<file path="src/rtl/dtw_sync_fifo.sv">
// Single-clock circular-buffer FIFO between DTW pipeline stages, with occupancy
// count, almost-full/empty flags and sticky error flags. Define DTW_FIFO_PEAK_EN for the peak-occupancy monitor.
module dtw_sync_fifo #(
    parameter int  DEPTH      = 15,
    parameter int  DATA_WIDTH = 32,
    parameter int  AF_THRESH  = 12,
    parameter int  AE_THRESH  = 2,
    localparam int PW         = $clog2(DEPTH),
    localparam int CW         = $clog2(DEPTH + 1)
) (
    input  logic                  clk,
    input  logic                  rst,
    input  logic                  flush,
    input  logic                  wren,
    input  logic [DATA_WIDTH-1:0] i_data,
    input  logic                  rden,
    output logic [DATA_WIDTH-1:0] o_data,
    output logic                  o_valid,
    output logic                  full,
    output logic                  empty,
    output logic                  almost_full,
    output logic                  almost_empty,
    output logic [CW-1:0]         count,
    output logic                  overflow,
    output logic                  underflow,
    input  logic                  clr_err,
    output logic [CW-1:0]         peak
);

    logic [DATA_WIDTH-1:0] mem [DEPTH];

    logic [PW-1:0]         wr_ptr_q, wr_ptr_d;
    logic [PW-1:0]         rd_ptr_q, rd_ptr_d;
    logic [CW-1:0]         count_q, count_d;
    logic [DATA_WIDTH-1:0] o_data_q, o_data_d;
    logic                  o_valid_q, o_valid_d;
    logic                  overflow_q, overflow_d;
    logic                  underflow_q, underflow_d;
    logic                  rd_ok, wr_ok, mem_we;

    function automatic logic [PW-1:0] next_ptr(input logic [PW-1:0] p);
        return (p == PW'(DEPTH - 1)) ? '0 : p + PW'(1);
    endfunction

    assign empty        = (count_q == '0);
    assign full         = (count_q == CW'(DEPTH));
    assign almost_full  = (count_q >= CW'(AF_THRESH));
    assign almost_empty = (count_q <= CW'(AE_THRESH));
    assign count        = count_q;
    assign o_data       = o_data_q;
    assign o_valid      = o_valid_q;
    assign overflow     = overflow_q;
    assign underflow    = underflow_q;

    // A read frees a slot in the same cycle, so a full FIFO can still accept a write alongside it.
    always_comb begin
        rd_ok       = rden & ~empty;
        wr_ok       = wren & (~full | rd_ok);
        mem_we      = 1'b0;
        wr_ptr_d    = wr_ptr_q;
        rd_ptr_d    = rd_ptr_q;
        count_d     = count_q;
        o_data_d    = o_data_q;
        o_valid_d   = 1'b0;
        overflow_d  = overflow_q;
        underflow_d = underflow_q;
        if (flush) begin
            wr_ptr_d = '0;
            rd_ptr_d = '0;
            count_d  = '0;
        end else begin
            if (wr_ok) begin
                mem_we   = 1'b1;
                wr_ptr_d = next_ptr(wr_ptr_q);
            end
            if (rd_ok) begin
                rd_ptr_d  = next_ptr(rd_ptr_q);
                o_data_d  = mem[rd_ptr_q];
                o_valid_d = 1'b1;
            end
            if (wr_ok && !rd_ok) begin
                count_d = count_q + CW'(1);
            end else if (rd_ok && !wr_ok) begin
                count_d = count_q - CW'(1);
            end
            if (clr_err) begin
                overflow_d  = 1'b0;
                underflow_d = 1'b0;
            end
            if (wren && !wr_ok) overflow_d  = 1'b1;
            if (rden && !rd_ok) underflow_d = 1'b1;
        end
    end

    always_ff @(posedge clk or posedge rst) begin
        if (rst) begin
            wr_ptr_q    <= '0;
            rd_ptr_q    <= '0;
            count_q     <= '0;
            o_data_q    <= '0;
            o_valid_q   <= 1'b0;
            overflow_q  <= 1'b0;
            underflow_q <= 1'b0;
        end else begin
            wr_ptr_q    <= wr_ptr_d;
            rd_ptr_q    <= rd_ptr_d;
            count_q     <= count_d;
            o_data_q    <= o_data_d;
            o_valid_q   <= o_valid_d;
            overflow_q  <= overflow_d;
            underflow_q <= underflow_d;
        end
    end

    // Storage is deliberately left unreset; only the pointers define what is valid.
    always_ff @(posedge clk) begin
        if (mem_we) mem[wr_ptr_q] <= i_data;
    end

`ifdef DTW_FIFO_PEAK_EN
    logic [CW-1:0] peak_q, peak_d;

    always_comb begin
        peak_d = peak_q;
        if (flush) begin
            peak_d = '0;
        end else if (count_d > peak_q) begin
            peak_d = count_d;
        end
    end

    always_ff @(posedge clk or posedge rst) begin
        if (rst) peak_q <= '0;
        else     peak_q <= peak_d;
    end

    assign peak = peak_q;
`else
    assign peak = '0;
`endif

endmodule
</file>
<file path="config.mk">
export PLATFORM = sky130hd
export DESIGN_NAME = dtw_sync_fifo
export DESIGN_NICKNAME = d
export VERILOG_FILES = /design/src/rtl/dtw_sync_fifo.sv
export SDC_FILE = /design/constraint.sdc
export NUM_CORES = 1
export LEC_CHECK = 0
export CAP_MARGIN = 10
export CORE_MARGIN = 2
export CORE_UTILIZATION = 50
export CTS_CLUSTER_DIAMETER = 30
export DETAILED_ROUTE_END_ITERATION = 10
export PLACE_DENSITY = 0.68
export SLEW_MARGIN = 20
export SYNTH_ARGS = -nofsm -noshare
export SYNTH_HDL_FRONTEND = slang
export SYNTH_SLANG_ARGS = --single-unit
</file>
<file path="constraint.sdc">
create_clock -name clk -period 10 [get_ports clk]
set_input_delay 1 -clock clk [delete_from_list [all_inputs] [get_ports clk]]
set_output_delay 1 -clock clk [all_outputs]
set_load 0.005 [all_outputs]
</file>
Word level (Yosys, flattened, before mapping)
Memories as Yosys holds them, arrays and structs flattened. A register that Yosys moved wholly into a read port is not among the register bits. Cells that the tools add are included.

RAM bits: 480. Memories kept: 1. Output and inout bits: 47. Register bits after elaboration: 15. Bits of input ports: 38. Word-level logic and storage cells: 55.

Mux-type cells: 18. Reduce and logical (&&, ||, !) cells: 15. Equal/unequal tests: 3. $lt $le $gt $ge: 2. Add/subtract/negate cells: 4. Bitwise operators: 6.

Memories: mem (depth 15, bits a word 32, read ports 1, clocked after memory_dff 1, write ports 1, line 30) `logic [DATA_WIDTH-1:0] mem [DEPTH];`.

Operators by type and width (number): $mux 4 (9); $add 4x1->4 const B (3); $eq 4x4->1 const B (3); $mux 1 (9); $reduce_bool 2->1 (4); $reduce_and 2->1 (3); $ge 4x4->1 const B (1); $le 4x2->1 const B (1); $logic_and 1x1->1 (4); $logic_not 4->1 (1); $sub 4x1->4 const B (1); $not 1->1 (3); $reduce_bool 3->1 (1); $and 1x1->1 (2); $logic_not 1->1 (2); $or 1x1->1 (1).

Longest topological paths before layout
Gate-level depths: netlist of the first run.

Word-level depth: 10. Depth in mapped cells: 9. Gate-level depth less buffers: 8.

Least setup slack after synthesis of the first run
Ideal clock, no wire load.

Path kind: input-to-reg. From: in rden. To: mem mem[0][0], enable pin. Arrival time: 4.821 ns. Setup slack: 4.667 ns. Buffers on the path: 1. Library setup time: 0.513 ns. Required time: 9.487 ns. Cell stages on the path: 3. Path through: clkbuf_1 o21ai_1 nor4b_1.

Cells in the longest elaborated chain, start to end: 7.

Ends and longest elaborated chain: from (decl) (line 16) `input logic rden,`; $and 1x1->1 (line 57) `rd_ok = rden & ~empty;`; $or 1x1->1 (line 58) `wr_ok = wren & (~full | rd_ok);`; $and 1x1->1 (line 58); $mux 1 (line 72) `if (wr_ok) begin`; $mux 1 (line 67) `if (flush) begin`; $mux 1 (line 117) `if (mem_we) mem[wr_ptr_q] <= i_data;`; $mux 1 (not written as such) (line 117); to (decl) (line 30).

Every way passes these cells.

==> results of run 1 <==
==> power breakdown <==
group / internal [uW] / switching, uW
clock network: 2250 / 1120
registers: 2500 / 98.1
logic: 443 / 391
total: 5190 / 1610
==> area by class of cell <==
cell class                 instances  share of cell area, %
clock inverter                    67                   3.02
timing repair buffer             103                   3.97
inverter                          10                  0.188
sequential                       527                   61.6
tap                              532                   2.63
multi-input combinational        491                   17.9
clock buffer                     123                   10.7
==> final timing paths <==
kind	cells past startpoint	endpoint	startpoint
setup / recovery	6	o_data[3]	rd_ptr_q[1]
hold / removal	1	underflow	underflow
setup reg to reg	6	o_data[3]	rd_ptr_q[1]
hold reg to reg	1	underflow	underflow
max in group asynchronous	3	rd_ptr_q[1]	rst
min in group asynchronous	3	o_data[19]	rst
==> state kept, by name, summed over array words and instances (netlist names) <==
signal     flops
o_data        32
rd_ptr_q       4
underflow      1
overflow       1
wr_ptr_q       4
o_valid        1
mem          480
count          4
==> cell families after synthesis <==
group,count (synthesis),synth area share [%]
xor+xnor,1,0.0429
other cells,1,0.0183
buf+inv,80,2.04
mux,157,12.0
compound gates,178,5.85
simple gates,146,3.41
fa+ha+maj,5,0.343
flops,527,76.3
==> through the flow <==
step           total power, uW  std cells
2_1_floorplan             3170       1098
3_3_place_gp              3470       1661
4_1_cts                   6870       1851
5_1_grt                   7060       1853
6_report                  6800       1853
3_5_place_dp              3480       1661
==> worst max-delay path, cell delays in order (launching register included) <==
cell	delay, ps
dfrtp_4	660
buf_4	820
buf_4	950
mux2i_1	310
o22ai_1	140
a21oi_1	280
a31oi_1	120
==> routing by layer <==
| layer | vias to the layer above | part of all wire, % | wire, um | track usage, % |
|---|---|---|---|---|
| met5 | - | 0 | 0 | 0 |
| met4 | 0 | 2.1 | 877 | 7.96 |
| met3 | 53 | 4.6 | 1900 | 4.04 |
| met2 | 287 | 50 | 20700 | 32.6 |
| met1 | 5450 | 43 | 17700 | 26.6 |
| li1 | 4743 | - | - | - |
==> cells in the final DEF (no fill, tap or decap), types with 15 or more instances in the layout <==
cell type / count
edfxtp_1: 480
mux2i_1: 79
a22oi_1: 18
a21oi_1: 26
o22ai_1: 27
buf_4: 21
a31oi_1: 24
dfrtp_1: 44
o21ai_0: 32
nand2b_1: 15
clkdlybuf4s50_1: 80
nand2_1: 50
nor2_1: 33
mux4_2: 70
clkbuf_16: 103
==> key figures, run 1 <==
STA
  • Fin Clk Skew: 26.8 ps
  • Worst slew margin relative to its limit: 25.2%
  • Portion of the clock cycle consumed by the worst path in the final layout: 35.8%
  • Hold violation count in the final report: 0
  • Final setup violation count: 0
  • Post-route setup slack: around 6400 ps
  • Maximum operating frequency: 279 MHz
  • Unrepaired setup endpoints after global routing: no
  • Final Slew Violations: 0
  • Clock period minus worst slack: 3580 ps
  • Worst hold slack: 504 ps
  • Final TNS setup: 0 ps
  • Worst Max-Slew Pin Slew: 1120 ps

Drt
  • Drt total wl: 41100 um
  • Number of DRC markers after the initial detailed-route iteration: 835
  • DR vias/cell: 5.68
  • Remaining routing DRC violations: 0
  • Number of optimization iterations in the first detailed-route pass: 5
  • Routed len/inst: 22.2 um
  • Total number of vias: 10533
  • Antenna-violating nets left: 0

Synthesis
  • Post-synth ARST share: 8.92%
  • Cell type with the largest total area after synthesis: edfxtp_1
  • Number of storage elements in the synthesis netlist: 527
  • Sequential share of the synthesized area: 76.3%
  • Number of enable-type register cells in the synthesized netlist: 480
  • Cell with the most instances after synthesis: edfxtp_1
  • Most instantiated flip-flop cell in the synthesis netlist: edfxtp_1
  • Post-Syn Area: about 20000 sq um
  • Yosys top cell area share: 70.5%
  • Instance count of the mapped netlist: 1095
  • Number of warnings reported in the yosys synthesis log: 0
  • Syn_area_per_cell: 18.7 sq um
  • Count of distinct cell types in the synthesized netlist: 60
  • Most numerous cell types in the synthesized netlist: edfxtp_1, mux2i_1, mux4_2
  • Top cells by area, synth: edfxtp_1, mux4_2, dfrtp_1

Clocking
  • Clock root buffer master: clkbuf_16
  • Clock sinks: approximately 530
  • Clock transition at the registers of the reported paths: 50 ps
  • Number of cells upsized or downsized after cts: 0
  • Clock tree from TritonCTS: built
  • Insertion delay to the later sink of the worst-skew pair: 620 ps
  • Number of buffers inserted for hold repair after clock tree synthesis: 0
  • Longest Clk Path Bufs: 3
  • Htree depth: 3
  • CTS buffer count: 100
  • Number of post-CTS setup repair buffers: 0

Flow run
  • Max-cap violations: 0

Setup path
  • Maximum fanout encountered on the critical timing path: 82
  • Startpoint Class: flip-flop
  • Type of element capturing the critical path: flip-flop
  • Required arrival time at the worst endpoint: 10430 ps
  • Arrival time at the worst endpoint: 4010 ps
  • Minimum setup slack among reg-to-reg paths: roughly 6400 ps
  • Setup CP Type: flip-flop to flip-flop

Cells and area
  • Area of all sequential standard cells: approximately 16000 sq um
  • Fraction of layout instances using a drive strength above 1: 22.9%
  • Finished layout cell area: around 25000 sq um
  • Post-layout util: 62.5%
  • Count of nets after finishing: 1276
  • Area growth syn-to-layout: 24.0%
  • Antenna Diode Count: 0
  • Area used by multi-input combinational logic: 4550 sq um
  • Filler Cells Inserted: around 2800

Global routing
  • Total congestion overflow: 0
  • Global-route wire length before repair: 63300 um
  • GR Util All Layers: between 15 and 20%
  • Via count of the first global-routing pass: 11136
  • Initial antenna violation count: 0
  • Pin count of the biggest net entering global routing: 83

Power
  • Power per unit of standard cell area: 268 nW/um^2
  • Highest ir drop seen on vdd: 178 uV
  • Leakage: 0.00825 uW

Placed design
  • Post-detailed-placement cell area: 21800 sq um
  • Gpl congestion: 0.770
  • Detailed placement HPWL: 22200 um
  • Dpl ws: 5780 ps
  • Total of buffers placed on input and output ports: 80

Floorplanning
  • Die boundary width: 206 um
  • Die Y: roughly 210 um
  • IO Count: 85
  • Full die area: 42500 sq um
  • Initial Utilization: 50.4%
  • Row cnt: 74
  • Core area: 40600 sq um

Min path
  • Hold crit path type: flip-flop to flip-flop

Status
  • Run status: finished clean
Power figures use the tool's default switching activity.
==> run 2, diff against run 1 <==
--- a/config.mk
+++ b/config.mk
@@ -10,7 +10,7 @@
 export CORE_UTILIZATION = 50
 export CTS_CLUSTER_DIAMETER = 30
 export DETAILED_ROUTE_END_ITERATION = 10
-export PLACE_DENSITY = 0.68
+export PLACE_DENSITY = 0.7
 export SLEW_MARGIN = 20
 export SYNTH_ARGS = -nofsm -noshare
 export SYNTH_HDL_FRONTEND = slang
==> constraint.sdc (replaced) <==
create_clock -name clk -period 3.05 [get_ports clk]
set_input_delay 0.305 -clock clk [delete_from_list [all_inputs] [get_ports clk]]
set_output_delay 0.305 -clock clk [all_outputs]
set_load 0.005 [all_outputs]
==> key figures, run 2 (same netlist as run 1, synthesis figures left out) <==
Status
  • Run status: finished clean (unchanged)

STA
  • Hold violation count in the final report: 0 (unchanged)
  • Worst Max-Slew Pin Slew: 1100 ps (was 1120 ps)
  • Clock period minus worst slack: 2780 ps (was 3580 ps)
  • Portion of the clock cycle consumed by the worst path in the final layout: 91.2% (was 35.8%)
  • Unrepaired setup endpoints after global routing: no (unchanged)
  • Maximum operating frequency: 360 MHz (was 279 MHz)
  • Fin Clk Skew: 21.6 ps (was 26.8 ps)
  • Worst slew margin relative to its limit: 26.3% (was 25.2%)
  • Worst hold slack: 153 ps (was 504 ps)
  • Final Slew Violations: 0 (unchanged)
  • Final setup violation count: 0 (unchanged)
  • Final TNS setup: 0 ps (unchanged)

Global routing
  • GR Util All Layers: 22.5% (was 20.0%)
  • Via count of the first global-routing pass: 11441 (was 11136)
  • Total congestion overflow: 0 (unchanged)
  • Global-route wire length before repair: 70100 um (was 63300 um)
  • Pin count of the biggest net entering global routing: 43 (was 83)
  • Initial antenna violation count: 0 (unchanged)

Clocking
  • Insertion delay to the later sink of the worst-skew pair: 600 ps (was 620 ps)
  • Htree depth: 3 (unchanged)
  • Clock tree from TritonCTS: built (unchanged)
  • CTS buffer count: 91 (was 100)
  • Clock root buffer master: clkbuf_16 (unchanged)
  • Clock sinks: 527 (unchanged)
  • Number of cells upsized or downsized after cts: 0 (unchanged)
  • Clock transition at the registers of the reported paths: 50 ps (about the same)
  • Number of post-CTS setup repair buffers: 0 (unchanged)
  • Number of buffers inserted for hold repair after clock tree synthesis: 0 (unchanged)
  • Longest Clk Path Bufs: 3 (unchanged)

Setup path
  • Setup CP Type: flip-flop to flip-flop (unchanged)
  • Arrival time at the worst endpoint: 3260 ps (was 4010 ps)
  • Cell count of the worst reg-to-reg path: 8 (was 6)
  • Type of element capturing the critical path: flip-flop (unchanged)
  • Startpoint Class: flip-flop (unchanged)
  • Required arrival time at the worst endpoint: 3530 ps (was 10430 ps)
  • Maximum fanout encountered on the critical timing path: 4 (was 82)

Placed design
  • Gpl congestion: 0.790 (was 0.770)
  • Total of buffers placed on input and output ports: 80 (unchanged)
  • Detailed placement HPWL: 25300 um (was 22200 um)
  • Placed Cells: 1696 (was 1661)

Cells and area
  • Commonest cells after routing, fill and taps aside: edfxtp_1, clkbuf_16, clkdlybuf4s50_1, mux2i_1, mux4_2 (unchanged)
  • Commonest non-fill, non-tap cell in the layout: edfxtp_1 (unchanged)
  • Max reg flops: 480 (unchanged)
  • Antenna Diode Count: 0 (unchanged)
  • Area growth syn-to-layout: 24.6% (was 24.0%)
  • Fraction of layout instances using a drive strength above 1: 24.4% (was 22.9%)
  • Post-layout instance count excluding filler cells: 1864 (was 1853)
  • Post-layout util: 62.8% (was 62.5%)
  • Count of nets after finishing: 1300 (was 1276)
  • Largest register by flop count: mem (unchanged)

Floorplanning
  • Full die area: 42500 sq um (unchanged)
  • Core area: 40600 sq um (unchanged)
  • Die boundary width: 206 um (unchanged)
  • Row cnt: 74 (unchanged)
  • Initial Utilization: 50.4% (unchanged)
  • IO Count: 85 (unchanged)
  • Die Y: 206 um (unchanged)

Drt
  • Antenna-violating nets left: 0 (unchanged)
  • Total number of vias: 11034 (was 10533)
  • DR vias/cell: 5.92 (was 5.68)
  • Routed len/inst: 24.9 um (was 22.2 um)
  • Number of DRC markers after the initial detailed-route iteration: 969 (was 835)
  • Number of optimization iterations in the first detailed-route pass: 5 (unchanged)
  • Remaining routing DRC violations: 0 (unchanged)
  • Drt total wl: 46400 um (was 41100 um)

Min path
  • Hold crit path type: input pin to async pin (was flip-flop to flip-flop)

Power
  • Leakage: 0.00830 uW (was 0.00825 uW)
  • Power consumption: 22000 uW (was 6800 uW)
  • Power per unit of standard cell area: 863 nW/um^2 (was 268 nW/um^2)
  • Highest ir drop seen on vdd: 493 uV (was 178 uV)

Flow run
  • Max-cap violations: 0 (unchanged)
## run 2: cell types whose count changed in the layout (fill, tap and decap cells not counted), sizes merged
cell / before / now
buf: 23 / 56
bufinv: 12 / 15
clkbuf: 123 / 105
clkinv: 35 / 33
clkinvlp: 8 / 10
inv: 22 / 15
## run 2: per-stage QoR
| step | setup WS [ps] | cell area [sq um] |
|---|---|---|
| final | 269 | 25500 |
| after global routing | 55.5 | 25500 |
| after CTS | 254 | 25500 |
| after detailed placement | 270 | 22200 |
| after global placement | 269 | 22200 |
| after floorplan | -232 | 20500 |
## run 2: path summary, 6_finish.rpt
kind                                  from          to  slack [ps]
worst max register to register    count[0]    count[3]         270
max in group asynchronous              rst  o_data[16]        2130
min in group clk                   clr_err   underflow         370
worst min register to register  o_data[16]  o_data[16]         510
worst max-delay path              count[0]    count[3]         270
worst min-delay path                   rst  o_data[19]         150
## run 2: layout make-up
cell class                      instances  area, sq um
Clock inverter                         63          812
Multi-Input combinational cell        491         4600
Clock buffer                          105         2410
Tap cell                              532          666
Sequential cell                       527        15600
Timing Repair Buffer                  136         1330
Inverter                               10         47.5
Fill cell                            2774        15100
## run 2: power breakdown
part | internal [uW] | leakage (uW) | switching, uW | total, uW
Combinational | 1560 | 0.00187 | 1440 | 3000
Clock | 6990 | 0.00155 | 3530 | 10500
Sequential | 8190 | 0.00488 | 281 | 8470
Total | 16700 | 0.00830 | 5250 | 22000
## run 2: per-layer routing
| layer | GRT usage [%] | routed length [um] |
|---|---|---|
| met4 | 8.21 | 1080 |
| met3 | 5.28 | 3740 |
| met1 | 30.1 | 18700 |
| met2 | 36.3 | 22900 |
| met5 | 0 | 0 |
## run 2: critical path, stage by stage (launching register included)
cell,delay [ps]
dfrtp_1,370
or4_4,580
clkinv_4,90
o21ai_4,80
ha_1,280
a21o_1,190
a2111oi_1,630
a211oi_2,110
a2111oi_2,350
==> run 3, diff against run 2 <==
--- a/config.mk
+++ b/config.mk
@@ -7,10 +7,11 @@
 export LEC_CHECK = 0
 export CAP_MARGIN = 10
 export CORE_MARGIN = 2
-export CORE_UTILIZATION = 50
+export CORE_UTILIZATION = 54
 export CTS_CLUSTER_DIAMETER = 30
 export DETAILED_ROUTE_END_ITERATION = 10
-export PLACE_DENSITY = 0.7
+export HOLD_SLACK_MARGIN = 0.05
+export PLACE_DENSITY = 0.75
 export SLEW_MARGIN = 20
 export SYNTH_ARGS = -nofsm -noshare
 export SYNTH_HDL_FRONTEND = slang
==> key figures, run 3 (same netlist as run 1, synthesis figures left out) <==
Setup path
  • CP startpoint: count[0] (unchanged)
  • Delay contributed by the slowest stage of the critical path: 600 ps (was 630 ps)
  • Number of buffers and inverters on the critical path: 1 (unchanged)
  • Arrival time at the worst endpoint: 3250 ps (was 3260 ps)
  • Critical path, cell by cell: or4_4, clkinv_4, o21ai_4, ha_1, a21o_1, a2111oi_1, a211oi_2, a2111oi_2 (unchanged)
  • Maximum fanout encountered on the critical timing path: 4 (unchanged)
  • Cell count of the worst reg-to-reg path: 8 (unchanged)
  • Required arrival time at the worst endpoint: 3540 ps (was 3530 ps)
  • Minimum setup slack among reg-to-reg paths: 280 ps (was 270 ps)
  • Top cell family by delay on the critical path: compound AO/OA/AOI/OAI gates (unchanged)
  • Cell depth of the worst setup path: 8 (unchanged)
  • Worst-path cell with the longest stage delay: a2111oi_1 (unchanged)
  • Crit path capture: count[3] (unchanged)
  • Setup CP Type: flip-flop to flip-flop (unchanged)
  • Startpoint Class: flip-flop (unchanged)
  • Worst R2R Start: count[0] (unchanged)
  • Type of element capturing the critical path: flip-flop (unchanged)
  • Capture point of the worst reg-to-reg path: count[3] (unchanged)

Cells and area
  • Filler Cells Inserted: 2347 (was 2774)
  • Area used by multi-input combinational logic: 4600 sq um (unchanged)
  • Post-layout util: 67.5% (was 62.8%)
  • Area growth syn-to-layout: 23.9% (was 24.6%)
  • Area of all sequential standard cells: 15600 sq um (unchanged)
  • Commonest cells after routing, fill and taps aside: edfxtp_1, clkbuf_16, clkdlybuf4s50_1, mux2i_1, mux4_2 (unchanged)
  • Commonest non-fill, non-tap cell in the layout: edfxtp_1 (unchanged)
  • Antenna Diode Count: 0 (unchanged)
  • Fraction of layout instances using a drive strength above 1: 24.9% (was 24.4%)
  • Largest register by flop count: mem (unchanged)
  • Max reg flops: 480 (unchanged)
  • Count of nets after finishing: 1301 (was 1300)
  • Post-layout instance count excluding filler cells: 1844 (was 1864)

Drt
  • Total number of vias: 11269 (was 11034)
  • Antenna-violating nets left: 0 (unchanged)
  • DR vias/cell: 6.11 (was 5.92)
  • Routed len/inst: 25.7 um (was 24.9 um)
  • Remaining routing DRC violations: 0 (unchanged)
  • Number of optimization iterations in the first detailed-route pass: 5 (unchanged)
  • Drt total wl: 47500 um (was 46400 um)
  • Number of DRC markers after the initial detailed-route iteration: 1280 (was 969)

Global routing
  • GR Util All Layers: 25.0% (was 22.5%)
  • Initial antenna violation count: 0 (unchanged)
  • Global-route wire length before repair: 71500 um (was 70100 um)
  • Via count of the first global-routing pass: 11851 (was 11441)
  • Total congestion overflow: 0 (unchanged)
  • Pin count of the biggest net entering global routing: 54 (was 43)

STA
  • Clock period minus worst slack: 2770 ps (was 2780 ps)
  • Fin Clk Skew: 21.6 ps (about the same)
  • Portion of the clock cycle consumed by the worst path in the final layout: 90.8% (was 91.2%)
  • Final TNS setup: 0 ps (unchanged)
  • Maximum operating frequency: 361 MHz (was 360 MHz)
  • Unrepaired setup endpoints after global routing: no (unchanged)
  • Final setup violation count: 0 (unchanged)
  • Final Slew Violations: 0 (unchanged)
  • Hold violation count in the final report: 0 (unchanged)
  • Worst slew margin relative to its limit: 22.6% (was 26.3%)
  • Worst Max-Slew Pin Slew: 1160 ps (was 1100 ps)

Status
  • Run status: finished clean (unchanged)

Flow run
  • Max-cap violations: 0 (unchanged)

Power
  • Highest ir drop seen on vdd: 477 uV (was 493 uV)
  • Leakage: 0.00822 uW (was 0.00830 uW)
  • Power per unit of standard cell area: 847 nW/um^2 (was 863 nW/um^2)

Placed design
  • Detailed placement HPWL: 26000 um (was 25300 um)
  • Total of buffers placed on input and output ports: 80 (unchanged)
  • Placed Cells: 1678 (was 1696)
  • Gpl congestion: 0.778 (was 0.790)

Clocking
  • Insertion delay to the later sink of the worst-skew pair: 610 ps (was 600 ps)
  • Htree depth: 3 (unchanged)
  • CTS buffer count: 89 (was 91)
  • Clock root buffer master: clkbuf_16 (unchanged)
  • Clock sinks: 527 (unchanged)
  • Clock tree from TritonCTS: built (unchanged)
  • Number of cells upsized or downsized after cts: 0 (unchanged)
  • Number of post-CTS setup repair buffers: 0 (unchanged)
  • Number of buffers inserted for hold repair after clock tree synthesis: 0 (unchanged)
  • Clock transition at the registers of the reported paths: 50 ps (about the same)
  • Longest Clk Path Bufs: 3 (unchanged)

Floorplanning
  • Die boundary width: 199 um (was 206 um)
  • IO Count: 85 (unchanged)
  • Core area: 37500 sq um (was 40600 sq um)
  • Full die area: 39400 sq um (was 42500 sq um)
  • Row cnt: 71 (was 74)
  • Die Y: 199 um (was 206 um)
  • Initial Utilization: 54.5% (was 50.4%)

Min path
  • Hold crit path type: input pin to async pin (unchanged)
[run 3: final cells by class]
type                       count  share of cell area (%)
sequential                   527                    61.6
multi-input combinational    491                    18.2
clock buffer                  91                    8.83
timing repair buffer         139                    5.46
clock inverter                75                    3.23
tap                          511                    2.53
inverter                      10                   0.188
[run 3: metal layers]
| metal | routed length, um | GRT usage [%] |
|---|---|---|
| met4 | 1510 | 10.8 |
| met1 | 18300 | 33.3 |
| met5 | 0 | 0 |
| met2 | 23500 | 40.2 |
| met3 | 4120 | 5.54 |
[run 3: metrics by stage]
step           hold WS [ps]  power, uW  instance area [sq um]  setup slack [ps]
2_1_floorplan           404      10400                  20500              -232
4_1_cts                94.5      21600                  25300               255
3_5_place_dp            493      11600                  22300               251
3_3_place_gp            502      11600                  22300               297
5_1_grt                 135      22200                  25300               134
6_report                102      21500                  25300               280
[run 3: worst min-delay path, delay by kind of cell]
family,cells,cell delay (ps)
buffers and inverters,3,790
[run 3: how the worst min path moves through the flow]
| stage | from | endpoint | slack (ps) | cells past startpoint |
|---|---|---|---|---|
| 3_3_place_gp | overflow | overflow | 500 | 1 |
| 3_5_place_dp | underflow | underflow | 490 | 1 |
| 2_1_floorplan | i_data[0] | mem[0][0] | 400 | 0 |
| 5_1_grt | rst | o_data[9] | 130 | 3 |
| 6_report | rst | o_data[31] | 100 | 3 |
| 4_1_cts | rst | o_data[9] | 90 | 3 |
[run 3: where the power goes]
group,internal [uW],switching (uW)
Combinational,1570,1490
Clock,6120,3790
Sequential,8190,293
==> patch 1, RTL diff (flow settings as in run 2) <==
`o_data_q` no longer has a reset.
--- a/src/rtl/dtw_sync_fifo.sv
+++ b/src/rtl/dtw_sync_fifo.sv
@@ -97,7 +97,6 @@
             wr_ptr_q    <= '0;
             rd_ptr_q    <= '0;
             count_q     <= '0;
-            o_data_q    <= '0;
             o_valid_q   <= 1'b0;
             overflow_q  <= 1'b0;
             underflow_q <= 1'b0;
@@ -105,11 +104,14 @@
             wr_ptr_q    <= wr_ptr_d;
             rd_ptr_q    <= rd_ptr_d;
             count_q     <= count_d;
-            o_data_q    <= o_data_d;
             o_valid_q   <= o_valid_d;
             overflow_q  <= overflow_d;
             underflow_q <= underflow_d;
         end
+    end
+
+    always_ff @(posedge clk) begin
+        o_data_q <= o_data_d;
     end
 
     // Storage is deliberately left unreset; only the pointers define what is valid.
Check against the original RTL: differs if rst is asserted again (counterexample within 4 cycles, from zero or initial values and one cycle with rst high); with rst held inactive, the same outputs for 4 cycles.
==> patch 1 against run 2 <==
Global-route usage shrank 2.0 points; maximum frequency up 2.2%; first-iteration DRC count is 4.2% higher; clock power is essentially flat; sequential cell count stayed put; combinational power shrank 17%; synthesized cell count is 10% lower; count of clock-buffer cells in the layout grew 2; setup slack improved by 0.059 ns; routed wire length fell by 10%; die area decreased by 1.5%; area after synthesis decreased by 1.6%; final area fell by 1.3%; power decreased by 3.2%.
==> patch 1: results (changes against run 2) <==
Layout Cells excl Fill=1,754 (-5.9%); fillers=2,657 (-4.2%); worst slew pin tran=0.750 ns (-0.351 ns); pin count of the biggest net entering global routing=107 (+150%); post-detail-place hpwl=22,700 um (-10%); met3 Usage GRT=4.42% (-0.86 points); post-synth cell types=48 (-20%); run status=finished, final reports clean; leakage power=8.03 nW (-3.3%); synth top area cells=edfxtp_1 (76%), mux4_2 (11%), dfrtp_1 (1.9%); internal power=16.4 mW (-2.2%); Avg WL per Cell=23.7 um (-4.7%); gr usage total=20.5% (-2.0 points); nets@finish=1,190 (-8.5%); Metal-1 WL=16,500 um (-12%); Sw Share=23.0% (-0.84 points); sequential area share after synthesis=78.3% (+2.0 points); async set-reset flop share out of synthesis=2.85% (-6.1 points); mux cell area share after synthesis=12.4% (+0.42 points); post-synthesis xor/xnor area fraction=0.0435% (+0.00069 points); Clock power frac=49.2% (+1.4 points); worst reg-to-reg setup slack=0.33 ns (+0.06 ns); DR WL met2=21,000 um (-8.2%); Post-synth EDFFs=512 (+6.7%); initial antenna violation count=1 (+1); CP max FO=10 (+6); CP max stage delay=0.51 ns (-0.12 ns); combinational power share=11.7% (-1.9 points); top post-synthesis cells by count=edfxtp_1 (512), mux4_2 (96), nand2_1 (44), a21oi_1 (40), clkbuf_1 (34); Syn Area/Cell=20.4 um2 (+9.3%); Placed Instance Area=21,900 um2 (-1.6%); Inst Count DP=1,576 (-7.1%); Num CTS Buffers=94 (+3.3%); M2 GR Usage=33.5% (-2.9 points); first-pass GRT wire length=63,000 um (-10%)
## patch 1: cell count changes after synthesis, moves of 20 or more
cell / delta
dfrtp_1: -32
a31oi_1: -22
nor2_1: -20
mux4_2: +26
o211ai_1: +27
mux2i_1: -46
o21ai_1: +21
edfxtp_1: +32
## patch 1: how the worst max path moves through the flow
stage | start | end | slack [ns] | cells after the start
4_1_cts | count[1] | count[3] | 0.32 | 8
3_3_place_gp | wren | count[3] | 0.36 | 8
5_1_grt | count[1] | count[3] | 0.13 | 8
3_5_place_dp | wren | count[3] | 0.28 | 8
6_report | count[1] | count[3] | 0.33 | 8
2_1_floorplan | count[2] | mem[0][0] | 0.02 | 5
## patch 1: cell type report
class,count,share of cell area [%]
Antenna cell,1,0.00996
Clock buffer,107,9.72
Clock inverter,70,3.15
Inverter,10,0.149
Multi-Input combinational cell,389,16.5
Sequential cell,527,62.7
Tap cell,525,2.61
Timing Repair Buffer,125,5.18
==> patch 2, RTL diff (settings of run 2) <==
Made on the original files. Add a define of `DTW_FIFO_PEAK_EN`.
--- a/src/rtl/dtw_sync_fifo.sv
+++ b/src/rtl/dtw_sync_fifo.sv
@@ -1,5 +1,7 @@
 // Single-clock circular-buffer FIFO between DTW pipeline stages, with occupancy
 // count, almost-full/empty flags and sticky error flags. Define DTW_FIFO_PEAK_EN for the peak-occupancy monitor.
+`define DTW_FIFO_PEAK_EN
+
 module dtw_sync_fifo #(
     parameter int  DEPTH      = 15,
     parameter int  DATA_WIDTH = 32,
Check against the original RTL: not equivalent (a bounded check fails within 4 cycles, from zero or initial values and one cycle with rst high).
==> patch 2 against run 2 <==
Highest routed layer is now met5; area after synthesis is 2.6% higher; count of clock-buffer cells in the layout is 13 higher; power is 0.94% lower; routed wire length is 1.8% lower; combinational power is 4% higher; synthesized cell count is 5.8% higher; first-iteration DRC count is 14% higher; via count is 3.2% higher; utilization is 0.47 points lower; sequential cell count is 4 higher; cell count is 4.3% higher; final area is 2.0% higher; setup slack worse by 0.16 ns.
==> patch 2: results (changes against run 2) <==
Synth warnings=0 (unchanged); drt total wl=45,600 um (-1.8%); Final GP Congestion=0.781 (-1.2%); VDD IR max=0.533 mV (+8.0%); Mapped Nets=1,205; Root Driver=clkbuf_16; post-synth cell types=54 (-10%); first-pass GRT wire length=69,700 um (-0.53%); synth top area cells=edfxtp_1 (69%), dfrtp_1 (6.1%), mux4_2 (5.5%); CP max FO=7 (+3); share of layout cells above drive strength 1=21.1% (-3.3 points); PortBufs=84 (+5.0%); Layout Cells excl Fill=1,945 (+4.3%); gr usage total=21.2% (-1.3 points); run status=finished, final reports clean; sequential area share after synthesis=74.8% (-1.4 points); leakage power=8.58 nW (+3.3%); Placed Instance Area=22,800 um2 (+2.5%); 1st-iter DRT viols=1,103 (+14%); Setup Skew=0.0310 ns (+0.00944 ns); Worst R2R Path Depth=14 (+6); Inst Count DP=1,769 (+4.3%); Syn Area/Cell=18.1 um2 (-3.1%); number of global-route vias before repair=11.9k (+3.9%); async set-reset flop share out of synthesis=9.60% (+0.69 points); post-detail-place hpwl=25,400 um (+0.42%); nets@finish=1,373 (+5.6%); initial antenna violation count=1 (+1); top post-synthesis cells by count=edfxtp_1 (480), mux2i_1 (100), nor2_1 (64), o21ai_0 (54); CTS max path bufs=3 (unchanged); relative slew slack=50.6% (+24 points); fillers=2,938 (+5.9%); via count=11.4k (+3.2%); pin count of the biggest net entering global routing=62 (+44%); Worst Path Arrival=3.40 ns (+0.14 ns); Num CTS Buffers=93 (+2.2%)
[patch 2: logic make-up (layout without fill, tap and decap cells)]
family	after synthesis	count (layout)	synth area share, %
adders and majority gates	8	8	0.477
other	0	1	0
AOI/OAI and AO/OA	175	175	5.22
xor gates and xnor gates	1	1	0.0418
buffers and inverters	85	331	2.55
muxes	169	169	12.5
DFF	531	531	74.8
and+or+nand+nor	190	190	4.36
[patch 2: final timing paths]
| path | slack (ns) | endpoint | from |
|---|---|---|---|
| max in group asynchronous | 2.29 | o_data[14] | rst |
| setup reg to reg | 0.11 | peak[0] | count[1] |
| hold / removal | 0.12 | o_data[29] | rst |
| hold reg to reg | 0.46 | overflow | overflow |
| min in group clk | 0.38 | overflow | clr_err |
| setup / recovery | 0.11 | peak[0] | count[1] |
[patch 2: critical path, cell delays in order, from the launching register on]
cell	delay, ns
dfrtp_2	0.44
inv_1	0.07
ha_2	0.20
or3b_4	0.40
buf_4	0.16
clkinv_1	0.09
o211ai_2	0.14
xnor2_2	0.21
nand2b_1	0.08
ha_1	0.27
nand4_1	0.10
o21ai_2	0.10
a21o_1	0.17
nor3_1	0.06
a221o_1	0.31
[patch 2: metal layers]
metal | wire [um] | vias to the layer above | GRT usage, %
met2 | 22100 | 395 | 34.4
met3 | 2690 | 87 | 3.85
met1 | 19700 | 5899 | 29.0
li1 | - | 5003 | -
met4 | 1140 | 2 | 7.86
met5 | 12 | - | 0
[patch 2: final cells by class]
type	instances	area, um2	share of cell area [%]
antenna	1	2.50	0.00963
clock buffer	118	2520	9.72
clock inverter	55	592	2.28
inverter	17	66.3	0.255
multi-input combinational	543	4890	18.8
sequential	531	15700	60.5
tap	539	674	2.60
timing repair buffer	141	1520	5.85
[patch 2: stage by stage]
| stage | TNS, ns | utilization, % | worst slack (ns) |
|---|---|---|---|
| after detailed placement | -0.0488 | 54.8 | -0.0351 |
| final | 0 | 62.3 | 0.112 |
| after global placement | 0 | 54.8 | 0.000717 |
| after global routing | -0.0418 | 62.3 | -0.0418 |
| after CTS | 0 | 62.2 | 0.0579 |
| after floorplan | 0 | - | 0.000510 |
[patch 2: repair_timing]
item | CTS | global route
buffers inserted | 0 | 2
setup endpoints to repair | 0 | 4
resized for setup | 0 | 12
endpoints found under the hold margin | 0 | 0
[patch 2: report_power, final]
part / switching [mW] / internal, mW / leakage (nW)
Sequential: 0.324 / 8.25 / 4.96
Clock: 3.40 / 6.69 / 1.50
Combinational: 1.48 / 1.64 / 2.12
